### src/rtl/mips_pipeline.sv
// Five-stage in-order MIPS32 core covering the logic and shift subset.
// Instructions come from an external combinational ROM. There is no data
// memory, so the MEM stage only passes results through. Operands are
// forwarded from EX and MEM into ID, so no stall logic is needed.

// General-purpose register file: two combinational read ports and one
// synchronous write port. Register 0 is hard-wired to zero. A read of the
// register being written in the same cycle returns the new value.
module gpr_file (
  input  logic        clock,
  input  logic        reset,
  input  logic        we,
  input  logic [4:0]  waddr,
  input  logic [31:0] wdata,
  input  logic [4:0]  raddr1,
  output logic [31:0] rdata1,
  input  logic [4:0]  raddr2,
  output logic [31:0] rdata2
);

  logic [31:0] regs [0:31];

  // Register storage. Writes to $0 are dropped, so regs[0] stays zero.
  always_ff @(posedge clock or negedge reset) begin
    if (!reset) begin
      for (int i = 0; i < 32; i++) regs[i] <= 32'h0;
    end else if (we && (waddr != 5'd0)) begin
      regs[waddr] <= wdata;
    end
  end

  // Read port 1. A same-cycle write is bypassed so that WB needs no forward path.
  always_comb begin
    rdata1 = regs[raddr1];
    if (raddr1 == 5'd0)                  rdata1 = 32'h0;
    else if (we && (waddr == raddr1))    rdata1 = wdata;
  end

  // Read port 2. It uses the same write-through rule as port 1.
  always_comb begin
    rdata2 = regs[raddr2];
    if (raddr2 == 5'd0)                  rdata2 = 32'h0;
    else if (we && (waddr == raddr2))    rdata2 = wdata;
  end

endmodule

module mips_pipeline (
  input  logic        clock,
  input  logic        reset,
  input  logic [31:0] rom_data,
  output logic [31:0] rom_addr,
  output logic        rom_chip_enable
);

  typedef enum logic [2:0] {
    ALU_NOP, ALU_OR, ALU_AND, ALU_XOR, ALU_NOR, ALU_SLL, ALU_SRL, ALU_SRA
  } alu_op_t;

  logic [31:0] pc;
  logic        chip_enable;

  logic [31:0] if_id_inst;

  alu_op_t     id_alu_op;
  logic        id_we;
  logic [4:0]  id_wreg;
  logic [31:0] id_op_a;
  logic [31:0] id_op_b;
  logic [31:0] rs_val;
  logic [31:0] rt_val;
  logic [31:0] rf_rdata1;
  logic [31:0] rf_rdata2;

  alu_op_t     id_ex_alu_op;
  logic        id_ex_we;
  logic [4:0]  id_ex_wreg;
  logic [31:0] id_ex_a;
  logic [31:0] id_ex_b;
  logic [31:0] ex_result;

  logic        ex_mem_we;
  logic [4:0]  ex_mem_wreg;
  logic [31:0] ex_mem_wdata;

  logic        mem_wb_we;
  logic [4:0]  mem_wb_wreg;
  logic [31:0] mem_wb_wdata;

  logic [5:0]  opcode;
  logic [4:0]  rs;
  logic [4:0]  rt;
  logic [4:0]  rd;
  logic [4:0]  sa;
  logic [5:0]  funct;
  logic [15:0] imm;

  assign rom_addr        = pc;
  assign rom_chip_enable = chip_enable;

  // Fetch control. The chip enable rises one edge after reset. The PC starts
  // advancing only on the edge after that, so address 0 is fetched first.
  always_ff @(posedge clock or negedge reset) begin
    if (!reset) begin
      chip_enable <= 1'b0;
      pc          <= 32'h0;
    end else begin
      chip_enable <= 1'b1;
      if (!chip_enable) pc <= 32'h0;
      else              pc <= pc + 32'd4;
    end
  end

  // IF/ID register. While the ROM is disabled it returns 0, which decodes as a harmless NOP.
  always_ff @(posedge clock or negedge reset) begin
    if (!reset) if_id_inst <= 32'h0;
    else        if_id_inst <= rom_data;
  end

  assign opcode = if_id_inst[31:26];
  assign rs     = if_id_inst[25:21];
  assign rt     = if_id_inst[20:16];
  assign rd     = if_id_inst[15:11];
  assign sa     = if_id_inst[10:6];
  assign funct  = if_id_inst[5:0];
  assign imm    = if_id_inst[15:0];

  gpr_file gpr_file_instance (
    .clock  (clock),
    .reset  (reset),
    .we     (mem_wb_we),
    .waddr  (mem_wb_wreg),
    .wdata  (mem_wb_wdata),
    .raddr1 (rs),
    .rdata1 (rf_rdata1),
    .raddr2 (rt),
    .rdata2 (rf_rdata2)
  );

  // Operand forwarding. The youngest producer (EX) wins over MEM, and MEM
  // wins over the register file, which already bypasses WB.
  always_comb begin
    rs_val = rf_rdata1;
    rt_val = rf_rdata2;
    if (id_ex_we && (id_ex_wreg == rs) && (rs != 5'd0))          rs_val = ex_result;
    else if (ex_mem_we && (ex_mem_wreg == rs) && (rs != 5'd0))   rs_val = ex_mem_wdata;
    if (id_ex_we && (id_ex_wreg == rt) && (rt != 5'd0))          rt_val = ex_result;
    else if (ex_mem_we && (ex_mem_wreg == rt) && (rt != 5'd0))   rt_val = ex_mem_wdata;
  end

  // Decode. Operand A is the shift amount for shifts and 0 for LUI, so every
  // instruction reduces to a single ALU operation on A and B.
  always_comb begin
    id_alu_op = ALU_NOP;
    id_we     = 1'b0;
    id_wreg   = 5'd0;
    id_op_a   = 32'h0;
    id_op_b   = 32'h0;
    case (opcode)
      6'h0D: begin id_alu_op = ALU_OR;  id_we = 1'b1; id_wreg = rt; id_op_a = rs_val; id_op_b = {16'h0, imm}; end
      6'h0C: begin id_alu_op = ALU_AND; id_we = 1'b1; id_wreg = rt; id_op_a = rs_val; id_op_b = {16'h0, imm}; end
      6'h0E: begin id_alu_op = ALU_XOR; id_we = 1'b1; id_wreg = rt; id_op_a = rs_val; id_op_b = {16'h0, imm}; end
      6'h0F: begin id_alu_op = ALU_OR;  id_we = 1'b1; id_wreg = rt; id_op_a = 32'h0;  id_op_b = {imm, 16'h0}; end
      6'h00: begin
        id_wreg = rd;
        id_op_b = rt_val;
        case (funct)
          6'h24: begin id_alu_op = ALU_AND; id_we = 1'b1; id_op_a = rs_val; end
          6'h25: begin id_alu_op = ALU_OR;  id_we = 1'b1; id_op_a = rs_val; end
          6'h26: begin id_alu_op = ALU_XOR; id_we = 1'b1; id_op_a = rs_val; end
          6'h27: begin id_alu_op = ALU_NOR; id_we = 1'b1; id_op_a = rs_val; end
          6'h00: begin id_alu_op = ALU_SLL; id_we = 1'b1; id_op_a = {27'h0, sa}; end
          6'h02: begin id_alu_op = ALU_SRL; id_we = 1'b1; id_op_a = {27'h0, sa}; end
          6'h03: begin id_alu_op = ALU_SRA; id_we = 1'b1; id_op_a = {27'h0, sa}; end
          6'h04: begin id_alu_op = ALU_SLL; id_we = 1'b1; id_op_a = rs_val; end
          6'h06: begin id_alu_op = ALU_SRL; id_we = 1'b1; id_op_a = rs_val; end
          6'h07: begin id_alu_op = ALU_SRA; id_we = 1'b1; id_op_a = rs_val; end
          default: begin id_wreg = 5'd0; id_op_b = 32'h0; end
        endcase
      end
      default: ;
    endcase
  end

  // ID/EX register.
  always_ff @(posedge clock or negedge reset) begin
    if (!reset) begin
      id_ex_alu_op <= ALU_NOP;
      id_ex_we     <= 1'b0;
      id_ex_wreg   <= 5'd0;
      id_ex_a      <= 32'h0;
      id_ex_b      <= 32'h0;
    end else begin
      id_ex_alu_op <= id_alu_op;
      id_ex_we     <= id_we;
      id_ex_wreg   <= id_wreg;
      id_ex_a      <= id_op_a;
      id_ex_b      <= id_op_b;
    end
  end

  // ALU. Shifts move operand B by the low five bits of operand A.
  always_comb begin
    ex_result = 32'h0;
    case (id_ex_alu_op)
      ALU_OR:  ex_result = id_ex_a | id_ex_b;
      ALU_AND: ex_result = id_ex_a & id_ex_b;
      ALU_XOR: ex_result = id_ex_a ^ id_ex_b;
      ALU_NOR: ex_result = ~(id_ex_a | id_ex_b);
      ALU_SLL: ex_result = id_ex_b << id_ex_a[4:0];
      ALU_SRL: ex_result = id_ex_b >> id_ex_a[4:0];
      ALU_SRA: ex_result = $unsigned($signed(id_ex_b) >>> id_ex_a[4:0]);
      default: ex_result = 32'h0;
    endcase
  end

  // EX/MEM register. The MEM stage is a plain pass-through of these fields.
  always_ff @(posedge clock or negedge reset) begin
    if (!reset) begin
      ex_mem_we    <= 1'b0;
      ex_mem_wreg  <= 5'd0;
      ex_mem_wdata <= 32'h0;
    end else begin
      ex_mem_we    <= id_ex_we;
      ex_mem_wreg  <= id_ex_wreg;
      ex_mem_wdata <= ex_result;
    end
  end

  // MEM/WB register. It feeds the register file write port.
  always_ff @(posedge clock or negedge reset) begin
    if (!reset) begin
      mem_wb_we    <= 1'b0;
      mem_wb_wreg  <= 5'd0;
      mem_wb_wdata <= 32'h0;
    end else begin
      mem_wb_we    <= ex_mem_we;
      mem_wb_wreg  <= ex_mem_wreg;
      mem_wb_wdata <= ex_mem_wdata;
    end
  end

endmodule

### config.mk
export PLATFORM = sky130hd
export DESIGN_NAME = mips_pipeline
export DESIGN_NICKNAME = d
export VERILOG_FILES = /design/src/rtl/mips_pipeline.sv
export SDC_FILE = /design/constraint.sdc
export NUM_CORES = 1
export LEC_CHECK = 0
export CAP_MARGIN = 25
export CORE_MARGIN = 3
export CORE_UTILIZATION = 47
export CTS_BUF_LIST = sky130_fd_sc_hd__clkbuf_8
export DETAILED_ROUTE_END_ITERATION = 8
export PLACE_DENSITY = 0.87
export SETUP_SLACK_MARGIN = 0.5
export SYNTH_ARGS = -nofsm -noshare
export SYNTH_HDL_FRONTEND = slang
export SYNTH_SLANG_ARGS = --single-unit
### constraint.sdc
create_clock -name clock -period 3.4 [get_ports clock]
set_clock_uncertainty 0.15 [all_clocks]
set_input_delay 0.34 -clock clock [delete_from_list [all_inputs] [get_ports clock]]
set_output_delay 0.34 -clock clock [all_outputs]
set_load 0.005 [all_outputs]
=== Word level (Yosys, flattened, before mapping) ===
Cells that the tools add are included.

* Logic and storage cells: 4
* RAM bits: 0
* Bits in registers: 33
* Output and inout port bits: 33
* Bits of input ports: 34
* Bits in read-only memories: 0
* Latch bits: 0
* Memories kept: 0

* $mul: 0
* Magnitude comparators: 0
* Shift-type cells: 0
* Eq/ne operators: 0
* Div/mod/pow operators: 0
* Reduce and logical (&&, ||, !) cells: 0
* Muxes and demuxes: 1
* $add $sub $neg: 1
* Bitwise logic cells: 0

{| class="wikitable"
|+ Operator list
! kind !! count
|-
| $add A32 B3 Y32 const B || 1
|-
| $mux W32 || 1
|}

=== Longest topological paths before layout ===
Gate-level depths: netlist (run 1).

* Depth after elaboration: 2
* Depth in mapped cells: 6
* Mapped depth without buffers: 5

=== Worst setup path after synthesis (run 1) ===
OpenSTA, ideal clock, no wires.

* Path type: flip-flop to flip-flop
* Start: reg pc[2] (netlist: rom_addr[2])
* End: reg pc[18] (netlist: rom_addr[18])
* Buffers on the path: 1
* Data required time: 3171 ps
* Clock period less this slack: 1974 ps
* Path slack: 1426 ps
* Data arrival time: 1745 ps
* Setup time: 79 ps
* Stages on the path, launching flop included: 7
* Cells stage by stage: dfrtp_1 > ha_1 > nand4_2 > or2_4 > buf_6 > or4_1 > a21oi_1

* Word-level cells in the longest chain between the ends: 2

{| class="wikitable"
|+ Ends and longest elaborated chain
! what !! RTL line !! text
|-
| start, declared || 60 || <nowiki>logic [31:0] pc;</nowiki>
|-
| start signal, assigned || 110 || <nowiki>else pc <= pc + 32'd4;</nowiki>
|-
| $add A32 B3 Y32 || 110 ||
|-
| $mux W32 || 109 || <nowiki>if (!chip_enable) pc <= 32'h0;</nowiki>
|}

Every way passes these cells.

=== Final worst setup path (run 1) ===
* Start: reg pc[10] (netlist: rom_addr[10])
* End: reg pc[27] (netlist: rom_addr[27])

The elaborated chain is that of the path after synthesis.

==> results of run 1 <==
==> path summary, 6_finish.rpt <==
check / endpoint / startpoint / slack (ns)
setup / recovery: rom_addr[27] / rom_addr[10] / 1.20
setup reg to reg: rom_addr[27] / rom_addr[10] / 1.20
hold / removal: rom_addr[23] / reset / 0.31
hold reg to reg: rom_addr[2] / rom_addr[2] / 0.35
max in group asynchronous: rom_addr[11] / reset / 2.51
min in group clock: rom_addr[2] / rom_addr[2] / 0.35
==> per-stage QoR <==
step / cell area, µm² / instances / worst slack (ns) / utilization, % / hold WS [ns]
2_1_floorplan: 1590 / 161 / 1.43 / - / -0.106
3_3_place_gp: 1910 / 228 / 1.32 / 61.0 / 0.336
3_5_place_dp: 1910 / 228 / 1.21 / 61.0 / 0.343
4_1_cts: 2010 / 236 / 1.21 / 64.2 / 0.314
5_1_grt: 2010 / 236 / 1.03 / 64.2 / 0.342
6_report: 2010 / 236 / 1.20 / 64.2 / 0.310
==> routing by layer <==
metal  track usage (%)  vias to the layer above  wire length (µm)
met5                 0                        -                 0
met4              7.82                        0                55
met3              6.50                        8               208
met2              33.7                       45              1850
met1              22.9                      693              1430
li1                  -                      646                 -
==> synthesized netlist by cell type, types with 4 or more instances <==
cell	instances
dfrtp_1	31
a21oi_1	14
nor2_1	14
o31ai_1	11
or4_1	11
nand2_1	8
nand3_1	8
nand4_1	7
xnor2_1	6
xor2_1	6
and4_1	4
clkbuf_1	4
==> cell families after synthesis <==
family,after synthesis
flip-flops,31
XOR/XNOR,12
buffers and inverters,14
other,2
AND/OR/NAND/NOR,69
adder cells (fa/ha/maj),1
AO/OA/AOI/OAI,30
multiplexers,1
==> critical path: cells and delay by family (launching register included) <==
kind / cells / cell delay, ns
compound gates: 1 / 0.17
simple gates: 3 / 1.34
flops: 1 / 0.43
==> power by group through the flow <==
stage | Clock, mW | Sequential (mW) | Combinational (mW)
after global routing | 0.337 | 0.378 | 0.0307
after floorplan | 0 | 0.384 | 0.0106
after CTS | 0.320 | 0.377 | 0.0280
final | 0.312 | 0.377 | 0.0271
after detailed placement | 0 | 0.384 | 0.0278
after global placement | 0 | 0.384 | 0.0268
==> state kept, by name, indices dropped and copies added (netlist names) <==
name and count:
rom_chip_enable 1, rom_addr 30
==> cell type report <==
class                      instances  area, µm²  share of cell area (%)
sequential                        31        776                    38.6
multi-input combinational        116        736                    36.6
timing repair buffer              33        328                    16.3
clock buffer                       7       96.3                    4.79
tap                               44       55.1                    2.74
inverter                           4       15.0                   0.747
clock inverter                     1       3.75                   0.187
==> results.json, run 1 <==
{
  "fmaxAchievable_ghz": 0.454,
  "fin_crit_sh_pct": 64.7,
  "dr_total_vias": 1392,
  "slew_headroom_pct": 49.1,
  "clkLatencyLatePin_ns": 0.28,
  "p_total_mw": 0.716,
  "io_pins": 67,
  "drive_gt1_share_pct": 6.25,
  "grt_pass1_vias": 1367,
  "row_count": 20,
  "clock_path_buffers": 2,
  "reg2reg_depth": 4,
  "synthCells": 160,
  "die_h_um": 64.0,
  "grt_max_degree": 32,
  "p_seq_share_pct": 52.7,
  "avgRoutedWirePerCell_um": 15.0,
  "cts_tree": "done",
  "clkTransAtPathRegs_ns": 0.06,
  "routabilityCongestion": 0.763,
  "synth_area_um2": 1580,
  "grt_use_total_pct": 19.8,
  "drt_iter0_drc": 70,
  "portBuffers": 32,
  "synth-compound-area-share_pct": 11.6,
  "ys.warnings.count": 0,
  "endpoint_kind": "register",
  "status": "completed",
  "n_antenna_cell": 0,
  "die_w_um": 64.0,
  "slowest_stage": "or4_1",
  "syn_area_per_cell_um2": 9.88,
  "cts_resized": 0,
  "area_growth_pct": 27.1,
  "swShare_pct": 21.2,
  "worstPathCellList": "and3_1, nand3_1, or4_1, a21oi_1",
  "ys_seq_area_share_pct": 49.1,
  "synth-edff-count": 0,
  "min_period_ns": 2.20,
  "dp_hpwl_mm": 2.43,
  "coreArea_um2": 3130,
  "setup_viol": 0,
  "die_area_um2": 4100,
  "cellPowerDensity_nw_per_um2": 356,
  "start_kind": "register",
  "cts_buffers": 5,
  "drcViolationCount": 0,
  "min_path_type": "input port to async pin",
  "rsz0062_at_grt": "no",
  "htreeDepth": 2,
  "hold_buffers": 0,
  "p_int_mw": 0.564,
  "antenna_found_initial": 0,
  "cp_max_fo": 17,
  "grt_pass1_wl_mm": 6.27,
  "power.leakage_nw": 0.764,
  "drt-pass1-iter-count": 4,
  "required_ns": 3.43,
  "synth_cell_types": 34,
  "arrival_ns": 2.23,
  "ant_nets": 0,
  "ys_dominant_reg_cell": "dfrtp_1",
  "clock_power_share_pct": 43.5,
  "post_cts_buffers": 0,
  "synth_xor_area_share_pct": 6.65,
  "synth.largest_area_cell": "dfrtp_1",
  "report.final.slew_viol_count": 0,
  "synth-simple-area-share_pct": 26.1,
  "synthMuxAreaShare_pct": 0.633,
  "synth_top_area_share_pct": 49.1,
  "irDropWorstVdd_mv": 0.266,
  "final_common_cell": "clkdlybuf4s50_1",
  "async_flop_share_pct": 100,
  "final_nets": 226,
  "synthAdderAreaFrac_pct": 0.791,
  "combPwrFrac_pct": 3.8,
  "setup_tns_ns": 0,
  "hold_viol": 0,
  "synthTopCellsByArea": "dfrtp_1 49%, o31ai_1 5.2%, or4_1 5.2%",
  "overflow": 0,
  "drt-total-wl_mm": 3.54,
  "critPathKind": "register to register",
  "fillers": 264,
  "final_cell_mix": "32 x clkdlybuf4s50_1, 31 x dfrtp_1, 14 x a21oi_1, 14 x nor2_1",
  "cpPeakStageDelay_ns": 0.63,
  "synth_top_family_by_area": "simple AND/OR/NAND/NOR gates",
  "clock-sinks": 31,
  "drv_cap": 0,
  "cts_root_buf": "clkbuf_8",
  "via_per_inst": 5.90,
  "start_util_pct": 50.6,
  "synth-seq-cells": 31,
  "power.switching_mw": 0.152,
  "worst_pin_slew_ns": 0.759
}
No activity file was read; power rests on OpenSTA's default activity.
==> run 2, diff against run 1 <==
--- a/config.mk
+++ b/config.mk
@@ -7,10 +7,10 @@
 export LEC_CHECK = 0
 export CAP_MARGIN = 25
 export CORE_MARGIN = 3
-export CORE_UTILIZATION = 47
+export CORE_UTILIZATION = 39
 export CTS_BUF_LIST = sky130_fd_sc_hd__clkbuf_8
 export DETAILED_ROUTE_END_ITERATION = 8
-export PLACE_DENSITY = 0.87
+export PLACE_DENSITY = 0.77
 export SETUP_SLACK_MARGIN = 0.5
 export SYNTH_ARGS = -nofsm -noshare
 export SYNTH_HDL_FRONTEND = slang
==> constraint.sdc (replaced) <==
create_clock -name clock -period 1.8 [get_ports clock]
set_clock_uncertainty 0.15 [all_clocks]
set_input_delay 0.18 -clock clock [delete_from_list [all_inputs] [get_ports clock]]
set_output_delay 0.18 -clock clock [all_outputs]
set_load 0.005 [all_outputs]
==> results.json, run 2 (synthesized netlist as in run 1, its figures left out) <==
{
  "die_w_um": 69.7,
  "hold_buffers": 0,
  "critical_path_buf_inv_count": 1,
  "via_per_inst": 5.63,
  "io_pins": 67,
  "r2r-start": "rom_addr[12]",
  "design_area_um2": 2840,
  "clkTransAtPathRegs_ns": 0.07,
  "combPwrFrac_pct": 6.2,
  "report.final.slew_viol_count": 0,
  "min_period_ns": 1.79,
  "grt_pass1_vias": 1698,
  "avgRoutedWirePerCell_um": 17.5,
  "hold_ws_ns": 0.142,
  "critPathKind": "register to register",
  "cpPeakStageDelay_ns": 0.38,
  "power.leakage_nw": 1.21,
  "area_growth_pct": 79.4,
  "cp_top_family": "simple AND/OR/NAND/NOR gates",
  "cp_max_fo": 6,
  "ant_nets": 0,
  "drt_iter0_drc": 107,
  "die_area_um2": 4860,
  "drive_gt1_share_pct": 54.5,
  "dpl_cell_area_um2": 2160,
  "overflow": 0,
  "post-place-ws_ns": -0.0414,
  "final_common_cell": "buf_6",
  "p_int_mw": 1.00,
  "coreArea_um2": 3770,
  "routabilityCongestion": 0.809,
  "row_count": 22,
  "start_util_pct": 41.9,
  "reg2reg_depth": 5,
  "required_ns": 1.83,
  "cts_buffers": 5,
  "drt-total-wl_mm": 5.46,
  "critical_path_depth": 5,
  "dp_hpwl_mm": 2.61,
  "grt_max_degree": 32,
  "antenna_found_initial": 0,
  "cellPowerDensity_nw_per_um2": 469,
  "irDropWorstVdd_mv": 0.465,
  "final_cell_mix": "47 x buf_6, 36 x buf_4, 26 x dfrtp_1",
  "dr_total_vias": 1755,
  "power.switching_mw": 0.330,
  "p_seq_share_pct": 53.5,
  "swShare_pct": 24.8,
  "grt_use_total_pct": 21.1,
  "largest_reg_flops": 30,
  "htreeDepth": 2,
  "portBuffers": 32,
  "grt_pass1_wl_mm": 8.14,
  "fmaxAchievable_ghz": 0.558,
  "instances_no_fill": 312,
  "start_kind": "register",
  "startpoint": "rom_addr[12]",
  "clkLatencyLatePin_ns": 0.30,
  "arrival_ns": 1.82,
  "endpoint_kind": "register",
  "dp_cells": 254,
  "clock_power_share_pct": 40.3,
  "rsz0062_at_grt": "yes",
  "cts_root_buf": "clkbuf_8",
  "status": "completed",
  "setup_tns_ns": 0,
  "setup_ws_ns": 0.00679,
  "n_antenna_cell": 0,
  "final_nets": 298,
  "cts_tree": "done",
  "drcViolationCount": 0,
  "clock-sinks": 31,
  "min_path_type": "input port to async pin",
  "setup_viol": 0,
  "slowest_stage": "dfrtp_1",
  "drv_cap": 0,
  "drt-pass1-iter-count": 4,
  "p_total_mw": 1.33,
  "utilization_pct": 75.2,
  "fin_crit_sh_pct": 99.6,
  "worstPathCellList": "and3_4, nand4_1, buf_4, o31a_1, o21a_1",
  "hold_viol": 0,
  "clock_path_buffers": 2,
  "die_h_um": 69.7
}
-- run 2: path summary, 6_finish.rpt --
check / endpoint / slack (ns)
max: rom_addr[31] / 0.007
min: rom_addr[5] / 0.14
max reg2reg: rom_addr[31] / 0.007
min reg2reg: rom_addr[24] / 0.41
max in group asynchronous: rom_addr[4] / 1.03
min in group clock: rom_addr[24] / 0.41
-- run 2: final cells by class --
type | count | area [µm²]
Sequential cell | 31 | 782
Inverter | 4 | 17.5
Clock inverter | 3 | 12.5
Timing Repair Buffer | 102 | 922
Clock buffer | 5 | 68.8
Multi-Input combinational cell | 119 | 973
Tap cell | 48 | 60.1
Fill cell | 222 | 935
-- run 2: power by group through the flow --
stage,Sequential (mW),Clock (mW),Combinational [mW]
6_report,0.711,0.536,0.0827
5_1_grt,0.711,0.580,0.0910
4_1_cts,0.711,0.521,0.0764
3_5_place_dp,0.726,0,0.0646
3_3_place_gp,0.726,0,0.0632
2_1_floorplan,0.727,0,0.0222
-- run 2: worst reg2reg max path, cell delays in order, from the launching register on --
cell and delay [ns]:
dfrtp_1 0.38, and3_4 0.27, nand4_1 0.20, buf_4 0.21, o31a_1 0.28, o21a_1 0.18
-- run 2: repair_timing --
item	4_1_cts	5_1_grt
setup buffers	36	11
gates cloned	3	0
pin swaps	5	11
setup endpoints to repair	60	52
resized for setup	126	60
-- run 2: metal layers --
metal | vias to the layer above | wire length (µm) | share of wire, % | GRT usage, %
li1 | 802 | - | - | -
met1 | 872 | 2160 | 39 | 25.3
met2 | 63 | 2930 | 54 | 36.9
met3 | 18 | 235 | 4.3 | 5.94
met4 | 0 | 145 | 2.7 | 5.53
met5 | - | 0 | 0 | 0
